[src/rtl/uart_tx_arbiter.sv]
// uart_tx_arbiter: shares one uart_tx among N byte producers.
// Round-robin grant, one byte per grant. With TAG_EN, each data byte is
// preceded by a tag byte 8'h80|id. A missing busy-rise from uart_tx is
// caught by a timeout; the offending byte is dropped and err pulses.
module uart_tx_arbiter #(
  parameter int N          = 4,
  parameter int TAG_EN     = 0,
  parameter int HI_TIMEOUT = 15
) (
  input  logic           clk,
  input  logic           rst,
  input  logic [N-1:0]   req_valid,
  input  logic [8*N-1:0] req_data,
  output logic [N-1:0]   req_ready,
  output logic           tx_start,
  output logic [7:0]     tx_data,
  input  logic           tx_busy,
  output logic [3:0]     grant_id,
  output logic           active,
  output logic           err
);

  localparam int PW = (N > 1) ? $clog2(N) : 1;
  localparam int CW = (HI_TIMEOUT > 1) ? $clog2(HI_TIMEOUT + 1) : 1;

  typedef enum logic [1:0] {
    IDLE    = 2'd0,
    LAUNCH  = 2'd1,
    WAIT_HI = 2'd2,
    WAIT_LO = 2'd3
  } state_t;

  state_t          state_r, state_s;
  logic [PW-1:0]   ptr_r, ptr_s;
  logic [7:0]      byte_r, byte_s;
  logic [7:0]      tx_data_r, tx_data_s;
  logic [3:0]      grant_id_r, grant_id_s;
  logic            tx_start_r, tx_start_s;
  logic            err_r, err_s;
  logic            phase_r, phase_s;
  logic [CW-1:0]   cnt_r, cnt_s;
  logic [N-1:0]    req_ready_s;
  logic            win_found_s;
  logic [PW-1:0]   win_idx_s;

  // Round-robin search: first valid requester at or above ptr, wrapping.
  always_comb begin
    win_found_s = 1'b0;
    win_idx_s   = '0;
    for (int i = 0; i < N; i++) begin
      if (!win_found_s && req_valid[(int'(ptr_r) + i) % N]) begin
        win_found_s = 1'b1;
        win_idx_s   = PW'((int'(ptr_r) + i) % N);
      end else begin
        win_found_s = win_found_s;
      end
    end
  end

  // Next-state and next-output logic for the grant/launch/handshake FSM.
  always_comb begin
    state_s     = state_r;
    ptr_s       = ptr_r;
    byte_s      = byte_r;
    tx_data_s   = tx_data_r;
    grant_id_s  = grant_id_r;
    tx_start_s  = 1'b0;
    err_s       = 1'b0;
    phase_s     = phase_r;
    cnt_s       = cnt_r;
    req_ready_s = '0;
    case (state_r)
      IDLE: begin
        if (!tx_busy && win_found_s) begin
          req_ready_s[win_idx_s] = 1'b1;
          byte_s     = req_data[8*int'(win_idx_s) +: 8];
          grant_id_s = 4'(win_idx_s);
          if (int'(win_idx_s) == N - 1) begin
            ptr_s = '0;
          end else begin
            ptr_s = win_idx_s + PW'(1);
          end
          phase_s    = 1'b0;
          tx_start_s = 1'b1;
          if (TAG_EN != 0) begin
            tx_data_s = 8'h80 | {4'h0, 4'(win_idx_s)};
          end else begin
            tx_data_s = req_data[8*int'(win_idx_s) +: 8];
          end
          state_s = LAUNCH;
        end else begin
          state_s = IDLE;
        end
      end
      LAUNCH: begin
        cnt_s   = '0;
        state_s = WAIT_HI;
      end
      WAIT_HI: begin
        if (tx_busy) begin
          state_s = WAIT_LO;
        end else if (cnt_r == CW'(HI_TIMEOUT - 1)) begin
          // uart_tx never acknowledged: drop the byte and flag it.
          err_s   = 1'b1;
          phase_s = 1'b0;
          state_s = IDLE;
        end else begin
          cnt_s = cnt_r + CW'(1);
        end
      end
      WAIT_LO: begin
        if (tx_busy) begin
          state_s = WAIT_LO;
        end else if ((TAG_EN != 0) && !phase_r) begin
          // Tag byte done; launch the data byte itself.
          phase_s    = 1'b1;
          tx_start_s = 1'b1;
          tx_data_s  = byte_r;
          state_s    = LAUNCH;
        end else begin
          phase_s = 1'b0;
          state_s = IDLE;
        end
      end
      default: begin
        state_s = IDLE;
      end
    endcase
  end

  // State and registered outputs with synchronous reset.
  always_ff @(posedge clk) begin
    if (rst) begin
      state_r    <= IDLE;
      ptr_r      <= '0;
      byte_r     <= 8'h00;
      tx_data_r  <= 8'h00;
      grant_id_r <= 4'h0;
      tx_start_r <= 1'b0;
      err_r      <= 1'b0;
      phase_r    <= 1'b0;
      cnt_r      <= '0;
    end else begin
      state_r    <= state_s;
      ptr_r      <= ptr_s;
      byte_r     <= byte_s;
      tx_data_r  <= tx_data_s;
      grant_id_r <= grant_id_s;
      tx_start_r <= tx_start_s;
      err_r      <= err_s;
      phase_r    <= phase_s;
      cnt_r      <= cnt_s;
    end
  end

  // Acceptance is combinational so the producer sees it in the grant cycle.
  assign req_ready = rst ? '0 : req_ready_s;
  assign tx_start  = tx_start_r;
  assign tx_data   = tx_data_r;
  assign grant_id  = grant_id_r;
  assign err       = err_r;
  assign active    = (state_r != IDLE);

endmodule

[config.mk]
export PLATFORM = sky130hd
export DESIGN_NAME = uart_tx_arbiter
export DESIGN_NICKNAME = d
export VERILOG_FILES = /design/src/rtl/uart_tx_arbiter.sv
export SDC_FILE = /design/constraint.sdc
export NUM_CORES = 1
export LEC_CHECK = 0
export CORE_ASPECT_RATIO = 1.4
export CORE_MARGIN = 3
export CORE_UTILIZATION = 35
export DETAILED_ROUTE_END_ITERATION = 10
export GPL_ROUTABILITY_DRIVEN = 0
export PLACE_DENSITY = 0.71
export SETUP_SLACK_MARGIN = 0.5
export SYNTH_ARGS = -nofsm -noshare
export SYNTH_HDL_FRONTEND = slang
export SYNTH_SLANG_ARGS = --single-unit
[constraint.sdc]
create_clock -name clk -period 4 [get_ports clk]
set_input_delay 1 -clock clk [delete_from_list [all_inputs] [get_ports clk]]
set_output_delay 1 -clock clk [all_outputs]
set_load 0.1 [all_outputs]
==> results.md, run 1 <==
- Outcome: finished clean
- DP HPWL: around 2.6 mm
- Netlist cell types: 35
- Starting Density: 0.3750
- Layout area overhead: 62.68%
- Area contributors post-synth: dfxtp_1 (34%), mux2i_1 (14%), o221ai_2 (10%)
- Tmin final: 3.380 ns
- Rows: 24
- CP max-delay cell: or3_4
- Clk slew on worst S/H paths: approximately 0.07 ns
- Design area: ~1900 sq um
- Clk pwr share: 0.213
- CP peak stage delay: 0.37 ns
- Net Sw Frac: 0.4019
- CTS hold repair buffers: 0
- Crit start category: input pin
- Worst skew pair latency: 0.25 ns
- Slew Viols, Final: 0
- Worst hold slack: about 0.46 ns
- Via count: ~1100
- Finished Core Util: 0.6101
- Residual DRC: 0
- CTS Buffer Depth: 2
- Crit path required time: around 3.0 ns
- Fin Setup TNS: 0 ns
- Share of layout cells above drive strength 1: 0.2011
- GRT Total Usage: 0.1614
- RSZ-0062 raised after global routing: no
- DR pass1 iterations: 3
- Initial antenna violation count: 0
- Post-route ant nets: 0
- Top cell type's share of synthesized area: 0.3354
- Die Y-Extent: 75.10 um
- Maximum number of pins on one net before global-route repair: 20
- Antenna diodes: 0
- CTS Root Cell: clkbuf_8
- Worst Setup End Kind: output port
- Avg WL per Cell: about 15 um
- EDFF count, synth: 0
- DIE AREA: slightly above 4000 sq um
- Sink Count: 20
- Power per standard cell area: ~360 nW/um^2
- Family with the most delay on the worst path: simple AND/OR/NAND/NOR gates
- Final nets: roughly 230
- Sequential share of power: 0.324
- Leak pwr: approximately 0.72 nW
- Crit Path Max Fanout: 5
- Crit path kind: input pin to output port
- # IOs: between 50 and 60
- Core area: 3183 sq um
- Hold Crit Class: flop to flop
- Max cap viols: 0
- Post-DP Area: 1834 sq um
- Sequential share of the synthesized area: 0.3354
- Synth area leader: dfxtp_1
- Buffers and inverters on the worst path: 2
- Peak VDD IR: approximately 0.32 mV
- Post-Syn Area: 1194 sq um
- Post-Synthesis Cells: between 100 and 150
- Final setup fails: 0
- Clk_skew: around 0.0022 ns
- Syn_area_per_cell: 9.473 sq um
- Yosys warns: 0
- Final hold vios: 0
- CTS Buf Count: 3
- Critical Path AT: around 2.4 ns
- Tcrit/Tclk final: 0.8450
- Port Buffers: between 50 and 60
- Die width: around 55 um
- Cell chain of the critical path: dlygate4sd2_1 -> nor4_1 -> or3_4 -> nor2_8 -> nand2b_4 -> nor2_4 -> buf_12
- CTS tree: done
- Ys flop type: dfxtp_1
- Vias in the first global route: roughly 1100
- Combinational power share: 0.463
- Async S/R FF share, synth: 0
- Seq cells post-synth: 20
- Worst-margin pin slew: 1.002 ns
- Max Clock Freq: around 300 MHz
- First-pass GRT wire length: between 5 and 6 mm
- Internal power: ~420 uW
- Sw power: 284.1 uW
- DRT Wirelength: around 3.3 mm
- GRT overflow: 0
- Iter 0 DRT Violations: 20
- Via density: a little over 5
- H-tree depth: 1
- Rel. slew slack: 0.3299
[per-stage QoR]
stage / worst slack [ns] / power, mW / instances
floorplan: 0.3916 / 0.4535 / 127
global placement: 0.3713 / 0.5452 / 217
detailed placement: 0.3410 / 0.5501 / 217
CTS: 0.6330 / 0.7123 / 223
global route: 0.5346 / 0.7369 / 223
finish: 0.6199 / 0.7068 / 223
[synth_stat cells, drive strengths merged, types with 2 or more instances]
cell type	n
o221ai	8
nand2b	3
a21oi	10
ha	3
a31oi	2
nor2b	2
mux2i	17
nor2	11
and2	2
inv	3
nor3	4
buf	8
nand3	2
nand2	10
dfxtp	20
nand3b	9
[flip-flops by register name, summed over array words and instances (netlist names)]
register and count:
cnt_r 4, tx_data 8, tx_start 1, ptr_r 2, state_r 2, err 1, grant_id 2
[cell families after synthesis]
family                   Yosys count  share of synthesized area
AND/OR/NAND/NOR                   48                     0.2421
AO/OA/AOI/OAI                     23                     0.1709
adder cells (fa/ha/maj)            3                    0.03145
flip-flops                        20                     0.3354
buffers and inverters             12                    0.05973
other                              1                   0.003142
XOR/XNOR                           2                    0.01468
multiplexers                      17                     0.1426
[tightest hold or removal path, cell delays in order, from the launching register on]
cell and delay, ns:
dfxtp_1 0.31, nand2_1 0.05, a21oi_1 0.05
[repair_timing]
action / in CTS / in global routing
gates resized for setup: 13 / 0
setup endpoints to repair: 4 / 0
endpoints found under the hold margin: 0 / 0
buffers inserted: 2 / 0
[power by group through the flow]
| stage | sequential (mW) | combinational (mW) | clock (mW) |
|---|---|---|---|
| after CTS | 0.229 | 0.329 | 0.154 |
| after global placement | 0.232 | 0.313 | 0 |
| after detailed placement | 0.233 | 0.317 | 0 |
| final | 0.229 | 0.327 | 0.151 |
| after floorplan | 0.320 | 0.133 | 0 |
| after global routing | 0.231 | 0.343 | 0.163 |
[layout make-up]
type / count / area [sq um]
Fill cell: 278 / 1241
Timing Repair Buffer: 62 / 636.9
Multi-Input combinational cell: 95 / 789.5
Inverter: 3 / 11.26
Clock buffer: 4 / 55.05
Sequential cell: 20 / 400.4
Tap cell: 39 / 48.80
[worst paths after layout]
path,startpoint,to,slack [ns],cells after the start
worst max-delay path,req_valid[1],req_ready[0],0.62,7
worst min-delay path,grant_id[0],grant_id[0],0.46,2
worst max register to register,state_r[1],tx_data[0],2.29,6
worst min register to register,grant_id[0],grant_id[0],0.46,2
[per-layer routing]
| layer | track usage | wire, um | vias up |
|---|---|---|---|
| met2 | 0.2855 | 1686 | 32 |
| met3 | 0.03087 | 133 | 2 |
| met5 | 0 | 0 | - |
| met1 | 0.1998 | 1420 | 537 |
| li1 | - | - | 568 |
| met4 | 0.04865 | 19 | 0 |
[layout by cell type (no fill, tap or decap), types with 2 or more instances in the layout]
cell type	n
dlygate4sd2_1	5
nand2_1	9
o221ai_2	8
nor2b_1	2
inv_1	3
mux2i_1	17
ha_1	3
buf_12	4
a31oi_1	2
nand2b_1	2
nand3_1	2
nor2_4	3
nor3_1	3
buf_4	7
dfxtp_1	20
nand3b_1	9
clkbuf_8	4
conb_1	2
a21oi_1	9
clkdlybuf4s50_1	46
nor2_1	7
No activity file was read; power rests on OpenSTA's default activity.
==> run 2, diff against run 1 <==
Clock period 4 ns to 3.4 ns, I/O delays scaled along.
==> run 2 against run 1 <==
Combinational power rose by 16%. Final area about the same. Register-to-register slack got worse by 0.65 ns. Cell count increased by 1.8%. Clock skew grew 0.0081 ns. Clock power is 58% higher.
==> results.md, run 2 (same netlist as run 1, synthesis figures left out) <==
- Die Y-Extent: 75.10 um
- Starting Density: 0.3750
- Residual DRC: 0
- Avg WL per Cell: 14.77 um
- Post-Layout Cell Count: about 230
- Final nets: 231
- Max cap viols: 0
- Tmin final: roughly 2.9 ns
- First-pass GRT wire length: between 5 and 6 mm
- Initial antenna violation count: 0
- Power per standard cell area: about 460 nW/um^2
- Fin worst setup slack: approximately 0.55 ns
- Share of layout cells above drive strength 1: 0.3191
- Commonest non-fill, non-tap cells in the layout: clkdlybuf4s50_1 (33), buf_4 (24), dfxtp_1 (20)
- DR pass1 iterations: 4
- Port Buffers: 55
- Clk_skew: between 0.01 and 0.015 ns
- Hold Crit Class: flop to flop
- Design area: between 1500 and 2000 sq um
- CTS Root Cell: clkbuf_8
- Peak VDD IR: ~0.35 mV
- DP HPWL: about 2.7 mm
- RSZ-0062 raised after global routing: no
- Tcrit/Tclk final: 0.8387
- Placed cell count: approximately 220
- Worst hold slack: around 0.46 ns
- Final setup fails: 0
- Last element of the critical path: req_ready[0]
- Pre-CTS setup slack: 0.03089 ns
- Crit start category: input pin
- Rows: 24
- Critical Path AT: approximately 2.0 ns
- CTS Buf Count: 3
- Core area: roughly 3200 sq um
- Multi-input gate area: 793.3 sq um
- Commonest non-fill, non-tap cell in the layout: clkdlybuf4s50_1
- Die width: roughly 55 um
- CTS Buffer Depth: 2
- Maximum number of pins on one net before global-route repair: 20
- Register area: 400.4 sq um
- Post-DP Area: 1851 sq um
- Antenna diodes: 0
- Worst Setup End Kind: output port
- Final hold vios: 0
- Crit path kind: input pin to output port
- Iter 0 DRT Violations: 16
- # IOs: 58
- Crit path required time: 2.55 ns
- GRT Total Usage: 0.1686
- CTS tree: done
- Sink Count: 20
- Vias in the first global route: ~1200
- Post-route ant nets: 0
- H-tree depth: 1
- Via count: approximately 1200
- RR Endpoint: tx_data[6]
- Reg-to-reg startpoint: ptr_r[1]
- Fin Setup TNS: 0 ns
- Max Clock Freq: about 350 MHz
- Crit Path Max Fanout: 5
- Critical Path Source: req_valid[2]
- Slew Viols, Final: 0
- DIE AREA: 4157 sq um
- Cells on worst reg2reg path: 7
- GRT overflow: 0
- Clk slew on worst S/H paths: approximately 0.080 ns
- Outcome: finished clean
- Worst skew pair latency: 0.26 ns
- Layout area overhead: 62.58%
- Largest register FFs: 8
- Leak pwr: 0.7719 nW
- DRT Wirelength: 3.353 mm
- Register-to-register setup slack: roughly 1.6 ns
- Fillers: about 290
- Via density: 5.141
run 2: cell count changes in the layout (fill, tap and decap cells not counted), moves of 5 or more:
cell and change:
dlygate4sd2_1 -5, clkdlybuf4s50_1 -13, buf_4 +17, buf_2 +5
run 2: repair_timing:
item | 4_1_cts | 5_1_grt
hold endpoints to repair | 0 | 0
hold buffers | 0 | 0
endpoints found under the setup margin | 4 | 1
buffers inserted | 1 | 0
resized for setup | 25 | 1
pin swaps | 3 | 1
run 2: power by group:
group | internal (mW) | switching, mW | leakage (nW)
clock network | 0.157 | 0.0808 | 0.0357
registers | 0.255 | 0.0148 | 0.164
logic | 0.137 | 0.242 | 0.573
run 2: worst max-delay path, cell delays in order:
cell      delay, ns
buf_2          0.13
nor4_2         0.07
or3_4          0.40
nor2_8         0.14
nand2b_4       0.09
nor2_4         0.14
buf_12         0.18
run 2: metal layers:
layer | GRT usage | share of wire | wire length [um] | vias to the layer above
li1 | - | - | - | 574
met1 | 0.1810 | 0.40 | 1326 | 549
met2 | 0.3237 | 0.52 | 1748 | 42
met3 | 0.04803 | 0.078 | 260 | 2
met4 | 0.04595 | 0.0051 | 17 | 0
met5 | 0 | 0 | 0 | -
run 2: final cells by class:
type	instances	share of cell area
repair buffers	66	0.3172
clock inverters	1	0.01547
multi-input cells	95	0.4088
inverters	3	0.005803
clock buffers	3	0.02128
well taps	39	0.02515
flip-flops and latches	20	0.2063
run 2: how the worst min path moves through the flow:
stage                 from           to  depth (start not counted)
2_1_floorplan   state_r[1]   state_r[0]                          2
3_5_place_dp   grant_id[0]  grant_id[0]                          2
6_report       grant_id[0]  grant_id[0]                          2
3_3_place_gp   grant_id[0]  grant_id[0]                          2
5_1_grt        grant_id[0]  grant_id[0]                          2
4_1_cts        grant_id[0]  grant_id[0]                          2
run 2: through the flow:
stage | utilization | total power [mW]
4_1_cts | 0.6081 | 0.8945
6_report | 0.6097 | 0.8859
2_1_floorplan | - | 0.5363
3_3_place_gp | 0.5814 | 0.6436
3_5_place_dp | 0.5814 | 0.6494
5_1_grt | 0.6097 | 0.9292
==> patch 1: new RTL, settings of run 2 <==
Set the parameter `TAG_EN` to 1 (it was 0).
--- a/src/rtl/uart_tx_arbiter.sv
+++ b/src/rtl/uart_tx_arbiter.sv
@@ -4,7 +4,7 @@
 // caught by a timeout; the offending byte is dropped and err pulses.
 module uart_tx_arbiter #(
   parameter int N          = 4,
-  parameter int TAG_EN     = 0,
+  parameter int TAG_EN     = 1,
   parameter int HI_TIMEOUT = 15
 ) (
   input  logic           clk,
Behaviour: not the same (Yosys sat finds a counterexample within 4 cycles, from zero or initial values and one cycle with rst high).
==> patch 1 against run 2 <==
Wire length rose by 30%; area after synthesis rose by 45%; setup slack got worse by 0.15 ns; fmax fell by 5.0%; critical path type unchanged; via count rose by 36%; sequential power rose by 49%; power rose by 31%; critical path depth rose by 1; non-clock buffer count rose by 6; sequential cell count rose by 9; design area rose by 35%; die area rose by 41%; clock power rose by 16%.
==> patch 1: results (changes against run 2) <==
crit path DAT: 2.15 ns (+0.15 ns)
Slowest Stage Delay on Critical Path: 0.31 ns (-0.09 ns)
Psw: 449.7 uW (+33%)
Commonest cells post-synth: 29 x dfxtp_1, 17 x mux2i_1, 16 x nor2_1
Reg power frac: 34.6% (+4.2 points)
hold endpoint: grant_id[0]
final WL: 4367 microns (+30%)
XOR/XNOR Fraction of Synth Area: 1.010% (-0.46 points)
I/O Buffers: 55 (unchanged)
Fillers: 454 (+55%)
drt initial violations: 54 (+38)
Crit Reg-Reg Startpoint: state_r[0]
Leak: 1.075 nW (+39%)
vias per inst: 5.006 (-2.6%)
status: completed
ratio of cells with drive above 1 in the final layout: 25.39% (-6.5 points)
ranking of synthesized cells by area: dfxtp_1 33%, mux2i_1 9.8%, ha_1 6.5%
register area share after synthesis: 33.48% (-0.065 points)
Pre-antenna DRT Iters: 5 (+1)
vias in the first global route: 1552 (+26%)
nets: 303 (+31%)
Worst Path Max Fanout: 2 (-3)
Peak VDD IR: 0.0003434 V (-1.8%)
reg2reg setup slack: 1.22 ns (-0.42 ns)
total power draw: 1.162 mW (+31%)
Total GRT Usage: 15.81% (-1.0 points)
DP HPWL: 3357 microns (+22%)
multiplexer share of the synthesized area: 9.812% (-4.4 points)
TritonCTS buffer count: 5 (+2)
Root Buffer: clkbuf_8
hold slack: 0.4621 ns (-0.0008860 ns)
Worst Skew: 0.004955 ns (-0.005380 ns)
post-synthesis adder-cell area fraction: 6.494% (+3.3 points)
worst skew pair latency: 0.28 ns (+0.02 ns)
Worst R2R End: byte_r[5]
crit path to: req_ready[3]
clock slew at reported path FFs: 0.06 ns (-0.02 ns)
register area: 580.6 sq um (+45%)
CP delay by family, top: compound AO/OA/AOI/OAI gates
H-tree depth: 2 (+1)
placed cell count: 308 (+39%)
Combinational Power Share: 41.7% (-1.0 points)
dpl cell area: 2474 sq um (+34%)
cell count after synthesis: 190 (+51%)
Setup WS pre-CTS: -0.04721 ns (-0.07811 ns)
hold path cells: 2 (unchanged)
fin crit period: 3.001 ns (+0.1499 ns)
largest net degree at the start of global routing: 18 (-10%)
slowest CP cell: a211o_1
Synth Area in Compound Gates: 18.47% (+1.4 points)
Finished Layout Cells: 318 (+40%)
count of cell types in the netlist: 45 (+29%)
-- patch 1: cell types whose count changed in the layout (fill, tap and decap cells not counted), sizes merged, moves of 5 or more --
cell    before  now
a211oi       0    5
buf         33   38
ha           3    9
inv          3    8
dfxtp       20   29
nor2        11   17
-- patch 1: what timing repair did --
item	4_1_cts	5_1_grt
resized for setup	30	2
pin swaps	8	4
gates cloned	0	0
endpoints found under the setup margin	4	4
endpoints found under the hold margin	0	0
buffers inserted	2	0
-- patch 1: area by class of cell --
cell class	count	share of cell area, %
clock inverters	3	0.6708
flip-flops and latches	29	22.23
inverters	8	1.246
well taps	62	2.971
repair buffers	72	26.88
clock buffers	5	2.635
multi-input cells	139	43.36
-- patch 1: layer usage --
layer	share of wire [%]	vias to the layer above	global-route usage, %
met3	5.5	4	3.899
met2	52	38	28.02
li1	-	813	-
met5	0	-	0
met4	1.3	0	6.226
met1	41	737	18.17
-- patch 1: worst min-delay path: stages, from the launching register on --
cell,delay [ns]
dfxtp_1,0.31
nand2_1,0.05
a21oi_1,0.05
==> patch 2: new RTL, config.mk and constraints of run 2 <==
Made on the original files. Remove the register `err_r`: a continuous assignment takes its place, so the output `err` follows one clock earlier.
--- a/src/rtl/uart_tx_arbiter.sv
+++ b/src/rtl/uart_tx_arbiter.sv
@@ -137,7 +137,6 @@
       tx_data_r  <= 8'h00;
       grant_id_r <= 4'h0;
       tx_start_r <= 1'b0;
-      err_r      <= 1'b0;
       phase_r    <= 1'b0;
       cnt_r      <= '0;
     end else begin
@@ -147,11 +146,12 @@
       tx_data_r  <= tx_data_s;
       grant_id_r <= grant_id_s;
       tx_start_r <= tx_start_s;
-      err_r      <= err_s;
       phase_r    <= phase_s;
       cnt_r      <= cnt_s;
     end
   end
+
+  assign err_r = err_s;
 
   // Acceptance is combinational so the producer sees it in the grant cycle.
   assign req_ready = rst ? '0 : req_ready_s;
Formal check against the unedited RTL: same outputs for any inputs over 4 cycles, from zero or initial values and one cycle with rst high; that may be too few to reach the edited logic, so the function may still have changed.
==> patch 2 against run 2 <==
Setup slack gained 0.035 ns; design area shrank 5.8%; area after synthesis shrank 5.7%; wire length shrank 7.0%; power shrank 10%; core utilization grew 0.70 points; first-iteration DRC count shrank 50%; critical path depth shrank 1; via count shrank 2.5%; clock skew shrank 0.0094 ns; final cell count shrank 0.44%; sequential cell count shrank 1.
==> patch 2: results (changes against run 2) <==
Inverters, non-clock: 6 (+3)
placed cell count: 216 (-2.7%)
fraction of area in multi-input gates: 38.12% (-2.8 points)
routed wl met2: 1714 microns (-1.9%)
Worst Skew: 0.0009707 ns (-0.009365 ns)
Multi-In Gates: 93 (-2.1%)
met3 Use GR: 2.454% (-2.3 points)
Leak: 0.7464 nW (-3.3%)
Tcrit/Tclk final: 82.83% (-1.0 points)
Crit path buffers/inverters: 3 (+1)
vias per inst: 5.035 (-2.1%)
crit path launch: rst
vias in the first global route: 1141 (-7.5%)
Finished Layout Cells: 226 (-0.44%)
syn avg cell area: 9.009 sq um (-4.9%)
WL/cell: 13.80 microns (-6.6%)
post-synthesis adder-cell area fraction: 3.333% (+0.19 points)
Total GRT Usage: 16.93% (+0.073 points)
Worst Path Max Fanout: 3 (-2)
met2 Resource Use GR: 30.32% (-2.0 points)
Synth Area in Compound Gates: 17.56% (+0.47 points)
crit path DAT: 1.97 ns (-0.03 ns)
drt initial violations: 8 (-8)
Peak VDD IR: 0.0003213 V (-8.1%)
multiplexer share of the synthesized area: 14.22% (-0.034 points)
fraction of area in registers: 20.81% (+0.18 points)
ratio of cells with drive above 1 in the final layout: 28.57% (-3.3 points)
dpl cell area: 1745 sq um (-5.7%)
ranking of synthesized cells by area: dfxtp_1 34%, mux2i_1 14%, o221ai_1 6.2%
first-pass GRT wire length: 4981 microns (-13%)
Worst Hold Class: register to register
XOR/XNOR Fraction of Synth Area: 1.556% (+0.088 points)
largest net degree at the start of global routing: 19 (-5.0%)
Non-clock buffer share: 34.77% (+3.0 points)
DR WL met3: 146 microns (-44%)
Core Area: 2964 sq um (-6.9%)
CP delay by family, top: buffers and inverters
multi-input logic area: 696.9 sq um (-12%)
reg2reg setup slack: 1.71 ns (+0.07 ns)
clk cell area share: 2.533% (-1.1 points)
Slowest Stage Delay on Critical Path: 0.43 ns (+0.03 ns)
status: completed
Yosys reg bits: 19 (-5.0%)
crit path to: req_ready[1]
WL met1: 1221 microns (-7.9%)
Commonest cells post-synth: 19 x dfxtp_1, 16 x mux2i_1, 12 x nor2_1
-- patch 2: how the worst min path moves through the flow --
stage	to	cells past startpoint
CTS	grant_id[1]	2
floorplan	ptr_r[1]	2
finish	grant_id[0]	2
global route	grant_id[0]	2
global placement	grant_id[0]	2
detailed placement	grant_id[0]	2
-- patch 2: repair_timing --
item / CTS / global route
pin swaps: 8 / 3
hold buffers: 0 / 0
buffers inserted: 6 / 0
endpoints found under the setup margin: 4 / 4
resized for setup: 24 / 1
-- patch 2: worst reg2reg max path, cell delays in order, from the launching register on --
cell,delay [ns]
dfxtp_1,0.37
a21o_1,0.19
a21oi_2,0.14
o22a_4,0.17
buf_4,0.13
buf_4,0.20
mux2i_1,0.23
o221ai_1,0.13
-- patch 2: power by group --
| part | internal [mW] | switching, mW |
|---|---|---|
| Combinational | 0.134 | 0.239 |
| Clock | 0.0815 | 0.0780 |
| Sequential | 0.244 | 0.0166 |
